## config.mk

```make
export PLATFORM = sky130hd
export DESIGN_NAME = vfu_slot_request_arbiter_flat
export DESIGN_NICKNAME = d
export VERILOG_FILES = /design/src/rtl/vfu_slot_request_arbiter_pkg.sv /design/src/rtl/vfu_slot_request_arbiter_if.sv /design/src/rtl/vfu_slot_request_arbiter_rr_grant.sv /design/src/rtl/vfu_slot_request_arbiter.sv /design/src/flat_wrapper.sv
export SDC_FILE = /design/constraint.sdc
export NUM_CORES = 1
export LEC_CHECK = 0
export BUFFER_PORTS_ARGS = -buffer_cell sky130_fd_sc_hd__buf_2
export CORE_AREA = 4 4 399 401
export DETAILED_ROUTE_END_ITERATION = 7
export DIE_AREA = 0 0 403 405
export GPL_TIMING_DRIVEN = 1
export HOLD_SLACK_MARGIN = 0.12
export SLEW_MARGIN = 20
export SYNTH_ARGS = -nofsm -noshare
export SYNTH_HDL_FRONTEND = slang
export SYNTH_SLANG_ARGS = --single-unit
```

## constraint.sdc

```tcl
create_clock -name clock -period 4.7 [get_ports clock]
set_clock_uncertainty 0.2 [all_clocks]
set_input_delay 0.47 -clock clock [delete_from_list [all_inputs] [get_ports clock]]
set_output_delay 0.47 -clock clock [all_outputs]
set_load 0.01 [all_outputs]
```

## src/rtl/vfu_slot_request_arbiter_pkg.sv

```systemverilog
// Shared types and constants for the VFU slot request arbiter.
// slot_req_t is the flattened SlotRequestToVFU payload; the arbiter treats it as opaque bits.
package vfu_arb_pkg;

    typedef struct packed {
        logic [31:0] src0;
        logic [31:0] src1;
        logic [31:0] src2;
        logic [31:0] src3;
        logic [7:0]  opcode;
        logic [31:0] mask;
        logic [5:0]  ctrl;
        logic [31:0] tag;
    } slot_req_t;

    localparam int SLOT_REQ_W = $bits(slot_req_t);
    localparam int BUF_DEPTH  = 2;
    localparam int PERF_CNT_W = 32;

    // Width of a channel index; a single channel still needs one bit.
    function automatic int src_width(input int n);
        return (n > 1) ? $clog2(n) : 1;
    endfunction

endpackage

```

## src/rtl/vfu_slot_request_arbiter_if.sv

```systemverilog
// Request/response bundle between the lane slot stages and the arbiter.
// master: request side (drives valids, payloads and out_ready); slave: the arbiter.
interface vfu_slot_request_arbiter_if
    import vfu_arb_pkg::*;
#(
    parameter int NUM_IN    = 4,
    parameter int PAYLOAD_W = SLOT_REQ_W,
    parameter int SRC_W     = src_width(NUM_IN)
);
    logic [NUM_IN-1:0]           in_valid;
    logic [NUM_IN-1:0]           in_ready;
    logic [NUM_IN*PAYLOAD_W-1:0] in_bits;
    logic                        out_valid;
    logic                        out_ready;
    logic [PAYLOAD_W-1:0]        out_bits;
    logic [SRC_W-1:0]            out_source;

    modport master (
        output in_valid, in_bits, out_ready,
        input  in_ready, out_valid, out_bits, out_source
    );

    modport slave (
        input  in_valid, in_bits, out_ready,
        output in_ready, out_valid, out_bits, out_source
    );
endinterface

```

## src/rtl/vfu_slot_request_arbiter_rr_grant.sv

```systemverilog
// Pointer-rotated priority picker: first requester at or after i_ptr (mod NUM_IN).
// Purely combinational; produces a one-hot grant, its index and an any-request flag.
module rr_grant #(
    parameter int NUM_IN = 4,
    parameter int SRC_W  = 2
) (
    input  logic [NUM_IN-1:0] i_req,
    input  logic [SRC_W-1:0]  i_ptr,
    output logic [NUM_IN-1:0] o_gnt,
    output logic [SRC_W-1:0]  o_idx,
    output logic              o_any
);
    int w_cand;

    // Scan offsets from farthest to nearest so the nearest requester is written last and wins.
    always_comb begin
        o_any  = 1'b0;
        o_idx  = '0;
        w_cand = 0;
        for (int k = NUM_IN - 1; k >= 0; k--) begin
            w_cand = int'(i_ptr) + k;
            if (w_cand >= NUM_IN) begin
                w_cand = w_cand - NUM_IN;
            end
            if (i_req[w_cand]) begin
                o_any = 1'b1;
                o_idx = SRC_W'(w_cand);
            end
        end
    end

    for (genvar gi = 0; gi < NUM_IN; gi++) begin : g_onehot
        assign o_gnt[gi] = o_any && (o_idx == SRC_W'(gi));
    end

endmodule

```

## src/rtl/vfu_slot_request_arbiter.sv

```systemverilog
// N-input round-robin arbiter feeding one VFU through a registered 2-entry skid buffer.
// in_ready never depends on out_ready: it is derived only from the buffer count.
// Optional macro VFU_ARB_PERF_EN adds per-channel accept counters and a stall counter.
module vfu_slot_request_arbiter
    import vfu_arb_pkg::*;
#(
    parameter int NUM_IN    = 4,
    parameter int PAYLOAD_W = SLOT_REQ_W,
    parameter int SRC_W     = src_width(NUM_IN)
) (
    input  logic clock,
    input  logic reset,
    vfu_slot_request_arbiter_if.slave io
`ifdef VFU_ARB_PERF_EN
    ,
    output logic [NUM_IN*PERF_CNT_W-1:0] perf_accept_cnt,
    output logic [PERF_CNT_W-1:0]        perf_stall_cnt
`endif
);
    logic [1:0]           r_count;
    logic [SRC_W-1:0]     r_ptr;
    logic [PAYLOAD_W-1:0] r_head_bits;
    logic [SRC_W-1:0]     r_head_src;
    logic [PAYLOAD_W-1:0] r_tail_bits;
    logic [SRC_W-1:0]     r_tail_src;
    logic                 r_rst_d;

    logic [NUM_IN-1:0]    w_gnt;
    logic [SRC_W-1:0]     w_idx;
    logic                 w_any;
    logic                 w_space;
    logic                 w_accept;
    logic                 w_deq;
    logic [PAYLOAD_W-1:0] w_in_bits;
    logic [SRC_W-1:0]     w_ptr_next;

    rr_grant #(
        .NUM_IN (NUM_IN),
        .SRC_W  (SRC_W)
    ) u_rr_grant (
        .i_req  (io.in_valid),
        .i_ptr  (r_ptr),
        .o_gnt  (w_gnt),
        .o_idx  (w_idx),
        .o_any  (w_any)
    );

    // Grants are suppressed during reset and the cycle after it.
    assign w_space    = !reset && !r_rst_d && (r_count < 2'(BUF_DEPTH));
    assign w_accept   = w_any && w_space;
    assign w_deq      = (r_count != 2'd0) && io.out_ready;
    assign w_in_bits  = io.in_bits[w_idx*PAYLOAD_W +: PAYLOAD_W];
    assign w_ptr_next = (w_idx == SRC_W'(NUM_IN - 1)) ? '0 : w_idx + SRC_W'(1);

    assign io.in_ready   = w_space ? w_gnt : '0;
    assign io.out_valid  = (r_count != 2'd0);
    assign io.out_bits   = r_head_bits;
    assign io.out_source = r_head_src;

    // Round-robin pointer and skid buffer update; count=2 blocks enqueue so 2'b11 only occurs at count=1.
    always_ff @(posedge clock) begin
        if (reset) begin
            r_count     <= '0;
            r_ptr       <= '0;
            r_head_bits <= '0;
            r_head_src  <= '0;
            r_tail_bits <= '0;
            r_tail_src  <= '0;
            r_rst_d     <= 1'b1;
        end else begin
            r_rst_d <= 1'b0;
            if (w_accept) begin
                r_ptr <= w_ptr_next;
            end
            case ({w_accept, w_deq})
                2'b10: begin
                    if (r_count == 2'd0) begin
                        r_head_bits <= w_in_bits;
                        r_head_src  <= w_idx;
                    end else begin
                        r_tail_bits <= w_in_bits;
                        r_tail_src  <= w_idx;
                    end
                    r_count <= r_count + 2'd1;
                end
                2'b01: begin
                    r_head_bits <= r_tail_bits;
                    r_head_src  <= r_tail_src;
                    r_count     <= r_count - 2'd1;
                end
                2'b11: begin
                    r_head_bits <= w_in_bits;
                    r_head_src  <= w_idx;
                end
                default: begin
                end
            endcase
        end
    end

`ifdef VFU_ARB_PERF_EN
    logic [PERF_CNT_W-1:0] r_stall_cnt;

    for (genvar gi = 0; gi < NUM_IN; gi++) begin : g_acc_cnt
        logic [PERF_CNT_W-1:0] r_cnt;

        // Saturating count of accepts from this channel.
        always_ff @(posedge clock) begin
            if (reset) begin
                r_cnt <= '0;
            end else if (w_accept && w_gnt[gi] && (r_cnt != '1)) begin
                r_cnt <= r_cnt + 1'b1;
            end
        end

        assign perf_accept_cnt[gi*PERF_CNT_W +: PERF_CNT_W] = r_cnt;
    end

    // Saturating count of cycles where the VFU back-pressures a valid head.
    always_ff @(posedge clock) begin
        if (reset) begin
            r_stall_cnt <= '0;
        end else if (io.out_valid && !io.out_ready && (r_stall_cnt != '1)) begin
            r_stall_cnt <= r_stall_cnt + 1'b1;
        end
    end

    assign perf_stall_cnt = r_stall_cnt;
`endif

endmodule

```

## src/flat_wrapper.sv

```systemverilog
// flat-port wrapper written by rule: the top's interface ports become plain ports
module vfu_slot_request_arbiter_flat import vfu_arb_pkg::*;
#(
    parameter int NUM_IN    = 4,
    parameter int PAYLOAD_W = SLOT_REQ_W,
    parameter int SRC_W     = src_width(NUM_IN)
)
  (clock, reset, io_in_valid, io_in_bits, io_out_ready, io_in_ready, io_out_valid, io_out_bits, io_out_source);
  vfu_slot_request_arbiter_if #(.NUM_IN(NUM_IN), .PAYLOAD_W(PAYLOAD_W), .SRC_W(SRC_W)) io_i ();
  input  logic clock;
  input  logic reset;
  input wire logic [$bits(io_i.in_valid)-1:0] io_in_valid;
  input wire logic [$bits(io_i.in_bits)-1:0] io_in_bits;
  input wire logic [$bits(io_i.out_ready)-1:0] io_out_ready;
  output wire logic [$bits(io_i.in_ready)-1:0] io_in_ready;
  output wire logic [$bits(io_i.out_valid)-1:0] io_out_valid;
  output wire logic [$bits(io_i.out_bits)-1:0] io_out_bits;
  output wire logic [$bits(io_i.out_source)-1:0] io_out_source;
  assign io_i.in_valid = io_in_valid;
  assign io_i.in_bits = io_in_bits;
  assign io_i.out_ready = io_out_ready;
  assign io_in_ready = io_i.in_ready;
  assign io_out_valid = io_i.out_valid;
  assign io_out_bits = io_i.out_bits;
  assign io_out_source = io_i.out_source;
  vfu_slot_request_arbiter #(.NUM_IN(NUM_IN), .PAYLOAD_W(PAYLOAD_W), .SRC_W(SRC_W)) u_core (.clock(clock), .reset(reset), .io(io_i));
endmodule
```

======== Yosys cells after proc, flatten, opt, wreduce, memory -nomap -nowiden ========
Index checks and enable logic that the tools add are counted.
word-level totals
  register bits after elaboration ......... 421
  output and inout bits ................... 213
operators by class
  $lt $le $gt $ge ......................... 9
  bitwise gates (word level) .............. 1
  eq/ne operators ......................... 7
  mux-type cells .......................... 32
  add/subtract/negate cells ............... 10
  $mul .................................... 1
  shift operators ......................... 1
  reduce and logical (&&, ||, !) cells .... 17
operators by type and width
  operator                                                             count
  indexed part select 824 x 11 -> 206 bit                              1
  one-hot mux 206 bit (3 select lines)                                 1
  2-to-1 mux 206 bit                                                   1
  < comparator 32 x 4 -> 1 bit (second input constant)                 4
  2-to-1 mux 32 bit                                                    4
  greater-or-equal comparator 32 x 4 -> 1 bit (second input constant)  1
  subtractor 32 x 4 -> 32 bit (second input constant)                  1
  2-to-1 mux 1 bit                                                     13
  2-to-1 mux 2 bit                                                     6
  multiplier 2 x 7 -> 9 bit (second input constant)                    1
  binary-select mux 1 bit (select 2 bit)                               4
  == test 2 bit (second input constant)                                4
  logical AND 1 bit                                                    8
  subtractor 3 x 3 -> 4 bit (second input constant)                    2
  adder 2 x 2 -> 3 bit (second input constant)                         2
  greater-or-equal comparator 3 bit (second input constant)            2
  one-hot mux 2 bit (3 select lines)                                   1
  adder 2 x 1 -> 2 bit (second input constant)                         2
  == test 2 x 1 -> 1 bit (second input constant)                       2
  zero test 2 bit                                                      2
  2-to-1 mux 4 bit                                                     1
  one-hot mux 2 bit (2 select lines)                                   1
  AND reduction 2 bit                                                  2
  nonzero test 2 bit                                                   2
  other kinds (9)                                                      10

======== Depth between registers and ports, before layout ========
  word-level depth ........................ 14
  mapped depth ............................ 11

======== By module ========
Synthesis repeated with hierarchy kept, for this count alone.
unflattened totals
  cells, all modules ...................... 2443
  area, all modules ....................... 25249.2 um2
modules (own cells, without submodules)
  module                    seq. area each (um2)  cells each  times used  area each (um2)
  vfu_slot_request_arbiter  8428.1                2410        1           25037.8
  rr_grant                  0.0                   33          1           211.5

======== Least setup slack after synthesis ========
Ideal clock, no wire load.
  path type ............................... input-to-reg
  from .................................... in reset
  to ...................................... reg u_core.r_tail_bits[100]
  path buffers ............................ 4
  stages .................................. 9
  data required time ...................... 4.366 ns
  arrival ................................. 2.464 ns
  setup slack ............................. 1.903 ns
  library setup time ...................... 0.134 ns
  cells stage by stage .................... clkbuf_1 or3_1 nor2_1 ha_1 and2_1 clkbuf_1 clkbuf_1 clkbuf_1 o22ai_1
between the ends
  cells in the longest elaborated chain, start to end .. 6
RTL lines
  item                             RTL line                        text
  start: declaration               flat_wrapper.sv:11              input logic reset;
  zero test 1 bit                  vfu_slot_request_arbiter.sv:49  assign w_space = !reset && !r_rst_d && (r_count < 2'(BUF_DEPTH));
  logical AND 1 bit (2 in series)  vfu_slot_request_arbiter.sv:49
  logical AND 1 bit                vfu_slot_request_arbiter.sv:50  assign w_accept = w_any && w_space;
  net u_core.w_accept              vfu_slot_request_arbiter.sv:32  logic w_accept;
  == test 2 bit                    vfu_slot_request_arbiter.sv:75  case ({w_accept, w_deq})
  AND reduction 2 bit (no line)    --
  end signal: assignment           vfu_slot_request_arbiter.sv:81  r_tail_bits <= w_in_bits;
  end: declaration                 vfu_slot_request_arbiter.sv:24  logic [PAYLOAD_W-1:0] r_tail_bits;
The timed path passes the listed nets, and every way through them passes these cells.
A chain may end at the register's enable or synchronous reset.

======== Final worst setup path ========
  from .................................... reg u_core.r_ptr[1]
  to ...................................... out io_in_ready[3]
between the ends
  cells in the longest elaborated chain, start to end .. 13
  elaborated cells on any way between the ends .. 38
  classes of those cells .................. 7 x add/sub; 4 x order compare; 1 x eq/ne; 25 x mux; 1 x reduce/logical
RTL lines
  item                                                                                               RTL line                                                                          text
  start: declaration                                                                                 vfu_slot_request_arbiter.sv:21                                                    logic [SRC_W-1:0] r_ptr;
  start signal: assignment                                                                           vfu_slot_request_arbiter.sv:73                                                    r_ptr <= w_ptr_next;
  adder 2 x 2 -> 3 bit                                                                               vfu_slot_request_arbiter_rr_grant.sv:21                                           w_cand = int'(i_ptr) + k;
  subtractor 32 x 4 -> 32 bit / greater-or-equal comparator 32 x 4 -> 1 bit (equally long branches)  vfu_slot_request_arbiter_rr_grant.sv:23, vfu_slot_request_arbiter_rr_grant.sv:22
  2-to-1 mux 32 bit                                                                                  vfu_slot_request_arbiter_rr_grant.sv:22                                           if (w_cand >= NUM_IN) begin
  binary-select mux 1 bit (select 2 bit)                                                             vfu_slot_request_arbiter_rr_grant.sv:25                                           if (i_req[w_cand]) begin
  2-to-1 mux 1 bit (not written as such) (2 in series)                                               vfu_slot_request_arbiter_rr_grant.sv:25
  2-to-1 mux 2 bit (4 in series)                                                                     vfu_slot_request_arbiter_rr_grant.sv:25
  == test 2 bit                                                                                      vfu_slot_request_arbiter_rr_grant.sv:33                                           assign o_gnt[gi] = o_any && (o_idx == SRC_W'(gi));
  logical AND 1 bit *                                                                                vfu_slot_request_arbiter_rr_grant.sv:33
  2-to-1 mux 4 bit *                                                                                 vfu_slot_request_arbiter.sv:55                                                    assign io.in_ready = w_space ? w_gnt : '0;
  end: declaration                                                                                   flat_wrapper.sv:15                                                                output wire logic [$bits(io_i.in_ready)-1:0] io_in_ready;
Mark *: on every way between the ends. The rest lies on a longest branch, timed or not. The select of a mux whose other input is x is not followed.

==> results.txt <==
status = complete, no violations
Final period util = 87.0%
pre-CTS WS = 0.923 ns
CTS root buf = clkbuf_16
final worst path period need = 4.09 ns
Post-Syn Area = 29000 um2
worst path required time = 4.03 ns
Slew headroom = 23.9%
area grow syn2layout = 36.0%
Final HPWL DP = 103 mm
hold wc startpoint = reset
Worst Setup End Kind = output port
Least-Margin Pin Slew = 1.14 ns
GP Congestion = 0.931
CTS Sinks = 421
final hold violation count = 0
Synth Net Count = 4541
CP max-delay cell = and4_4
CTS Buffer Depth = 3
Reg2Reg Launch Point = u_core.r_ptr[1]$_SDFFE_PP0P_
height of the die = 405 um
initial DRC count = 3891
most common cell after layout, fill and taps aside = buf_2
Final Setup Violations = 0
worst min path class = primary input to flip-flop
wire length per cell = 21.8 um
post-CTS setup repair buffer count = 0
hold buffer count at cts = 142
Die Wd = 403 um
switching share of power = 40.4%
hold endpoint = u_core.r_rst_d$_DFF_P_
vias per std cell = 5.31
Vias = 35.2k
CTS tree = done
Die ar. = 163000 um2
clk slew on worst S/H paths = 0.06 ns
DRC viols = 0
total track usage = 16.2%
critical path launch point type = flip-flop
port bufs = 1043
nets@finish = 5354
most frequent cells in the layout = buf_2 (1042), dfxtp_1 (420), nor3b_1 (412), o22ai_1 (412)
Crit path largest cell delay = 1.00 ns
setup ws final = 0.613 ns
final cell count without fillers = 6622
Clk Latency, worst-skew pair = 0.61 ns
part of the Yosys area used for sequential elements = 29.1%
static leakage = 15.3 nW
core area = 156000 um2
clock network power share = 27.1%
maximum vdd ir drop = 0.000437 V
first-pass GRT wire length = 209 mm
# Max-Cap Violations = 0
RSZ-0062 raised after global routing = no
dpl cells = 6386
Comb power frac = 42.3%
total wire length = 144 mm
hold depth = 2
Synth cell types = 37
crit path kind = flip-flop to output port
sequential share of power = 30.6%
crit path DAT = 3.42 ns
setup TNS = 0 ns
Sw Pwr = 6.22 mW
post-cts sizing count = 0
total congestion overflow = 0
I/O Pins = 1044
largest net degree at the start of global routing = 182
Mapped Cells = 3707
crit path max fanout = 44
Internal = 9.19 mW
power density cells = 391 nW/um2
router iterations before antenna repair = 5
Slew Viols, Final = 0
Rows = 145
R2R Setup Slk = 1.15 ns
Yosys warnings = 0
share of post-route cells with drive strength above 1 = 27.9%
cell breakdown of the critical path = and4_4 -> buf_4 -> nor2_1 -> inv_1 -> ha_1 -> and2_1 -> buf_2
DRT antenna net count = 0
Post-Syn Area per Cell = 7.81 um2
vias in the first global route = 32.7k
Num CTS Buffers = 48
initial core utilization = 18.6%
r2r endpoint = u_core.io.out_bits[180]$_SDFFE_PP0P_
Yosys reg bits = 421
Fmax achieved = 0.245 GHz
reg2reg path depth = 5
initial antenna violation count = 14
H-tree Lvls = 2
==> critical path, delay by kind of cell, from the launching register on <==
kind / cells / cell delay (ns)
and+or+nand+nor: 3 / 1.26
DFF: 1 / 0.71
buffers and inverters: 3 / 0.67
adders and majority gates: 1 / 0.14
==> metrics by stage <==
| stage | area, um2 | hold slack, ns | power [mW] | utilization (%) |
|---|---|---|---|---|
| after floorplan | 29000 | 0.255 | 8.27 | - |
| after global placement | 36200 | 0.262 | 11.1 | 23.3 |
| after detailed placement | 36200 | 0.267 | 11.1 | 23.3 |
| after CTS | 39400 | 0.120 | 15.5 | 25.3 |
| after global routing | 39400 | 0.133 | 16.2 | 25.3 |
| final | 39400 | 0.137 | 15.4 | 25.3 |
==> worst max-delay path by stage <==
stage                                 start                                   end  slack (ns)  cells past startpoint
6_report       u_core.r_ptr[1]$_SDFFE_PP0P_                        io_in_ready[3]        0.61                      7
5_1_grt        u_core.r_ptr[1]$_SDFFE_PP0P_                        io_in_ready[3]        0.44                      7
4_1_cts        u_core.r_ptr[1]$_SDFFE_PP0P_                        io_in_ready[3]        0.59                      7
3_5_place_dp                 io_in_valid[2]   u_core.r_tail_bits[90]$_SDFFE_PP0P_        0.92                     10
3_3_place_gp                 io_in_valid[2]   u_core.r_tail_bits[71]$_SDFFE_PP0P_        0.96                     10
2_1_floorplan                         reset  u_core.r_tail_bits[100]$_SDFFE_PP0P_        1.90                      9
==> cell usage after synthesis, drive strengths merged <==
master    n  area (um2)
nor4      1        6.26
and4      1        8.76
o41ai     1        8.76
a21oi   209        1050
and3    206        1290
xor2      1        8.76
and4b     1        10.0
nor2     10        37.5
nor3      3        15.0
or2       3        18.8
nor2b   207        1290
or3       3        18.8
a211oi    3        22.5
a311oi    1        15.0
o22ai   412        2580
inv       5        18.8
o32ai   206        1800
nand2     3        11.3
o221ai  206        1800
xnor2     1        8.76
nand3   206        1030
buf      64         307
mux2i     3        30.0
and2      2        12.5
o21a    207        1550
nand2b  211        1320
nor3b   412        3090
o21ai     3        15.0
ha        3        37.5
clkbuf  486        1820
nand4   206        1290
dfxtp   421        8430
==> kinds of logic after synthesis <==
| family | count (synthesis) | share of synthesized area (%) |
|---|---|---|
| simple gates | 1475 | 32.6 |
| compound gates | 1248 | 30.6 |
| flops | 421 | 29.1 |
| buf+inv | 555 | 7.42 |
| fa+ha+maj | 3 | 0.130 |
| mux | 3 | 0.104 |
| xor+xnor | 2 | 0.0605 |
==> routing by layer <==
layer | wire [um] | GRT usage [%]
met2 | 67600 | 26.7
met3 | 11500 | 3.57
met1 | 58500 | 20.3
met5 | 87 | 0
met4 | 6590 | 6.92
==> registers in the layout (all words and copies together), names as in the netlist <==
| register | count |
|---|---|
| u_core.io.out_bits | 206 |
| u_core.io.out_source | 2 |
| u_core.r_count | 2 |
| u_core.r_ptr | 2 |
| u_core.r_rst_d | 1 |
| u_core.r_tail_bits | 206 |
| u_core.r_tail_src | 2 |
==> cell type report <==
type	instances	area (um2)
well taps	2058	2570
diodes	7	17.5
multi-input cells	2731	18500
fillers	16900	116000
repair buffers	1313	8130
flip-flops and latches	421	8430
inverters	5	18.8
clock buffers	64	1380
clock inverters	23	362
==> power by group through the flow <==
stage	Sequential [mW]	Clock [mW]	Combinational, mW
global placement	4.74	0	6.33
global route	4.78	4.43	6.97
floorplan	4.92	0	3.35
detailed placement	4.77	0	6.37
finish	4.71	4.18	6.52
CTS	4.70	4.30	6.49
(Power assumes the default switching activity.)
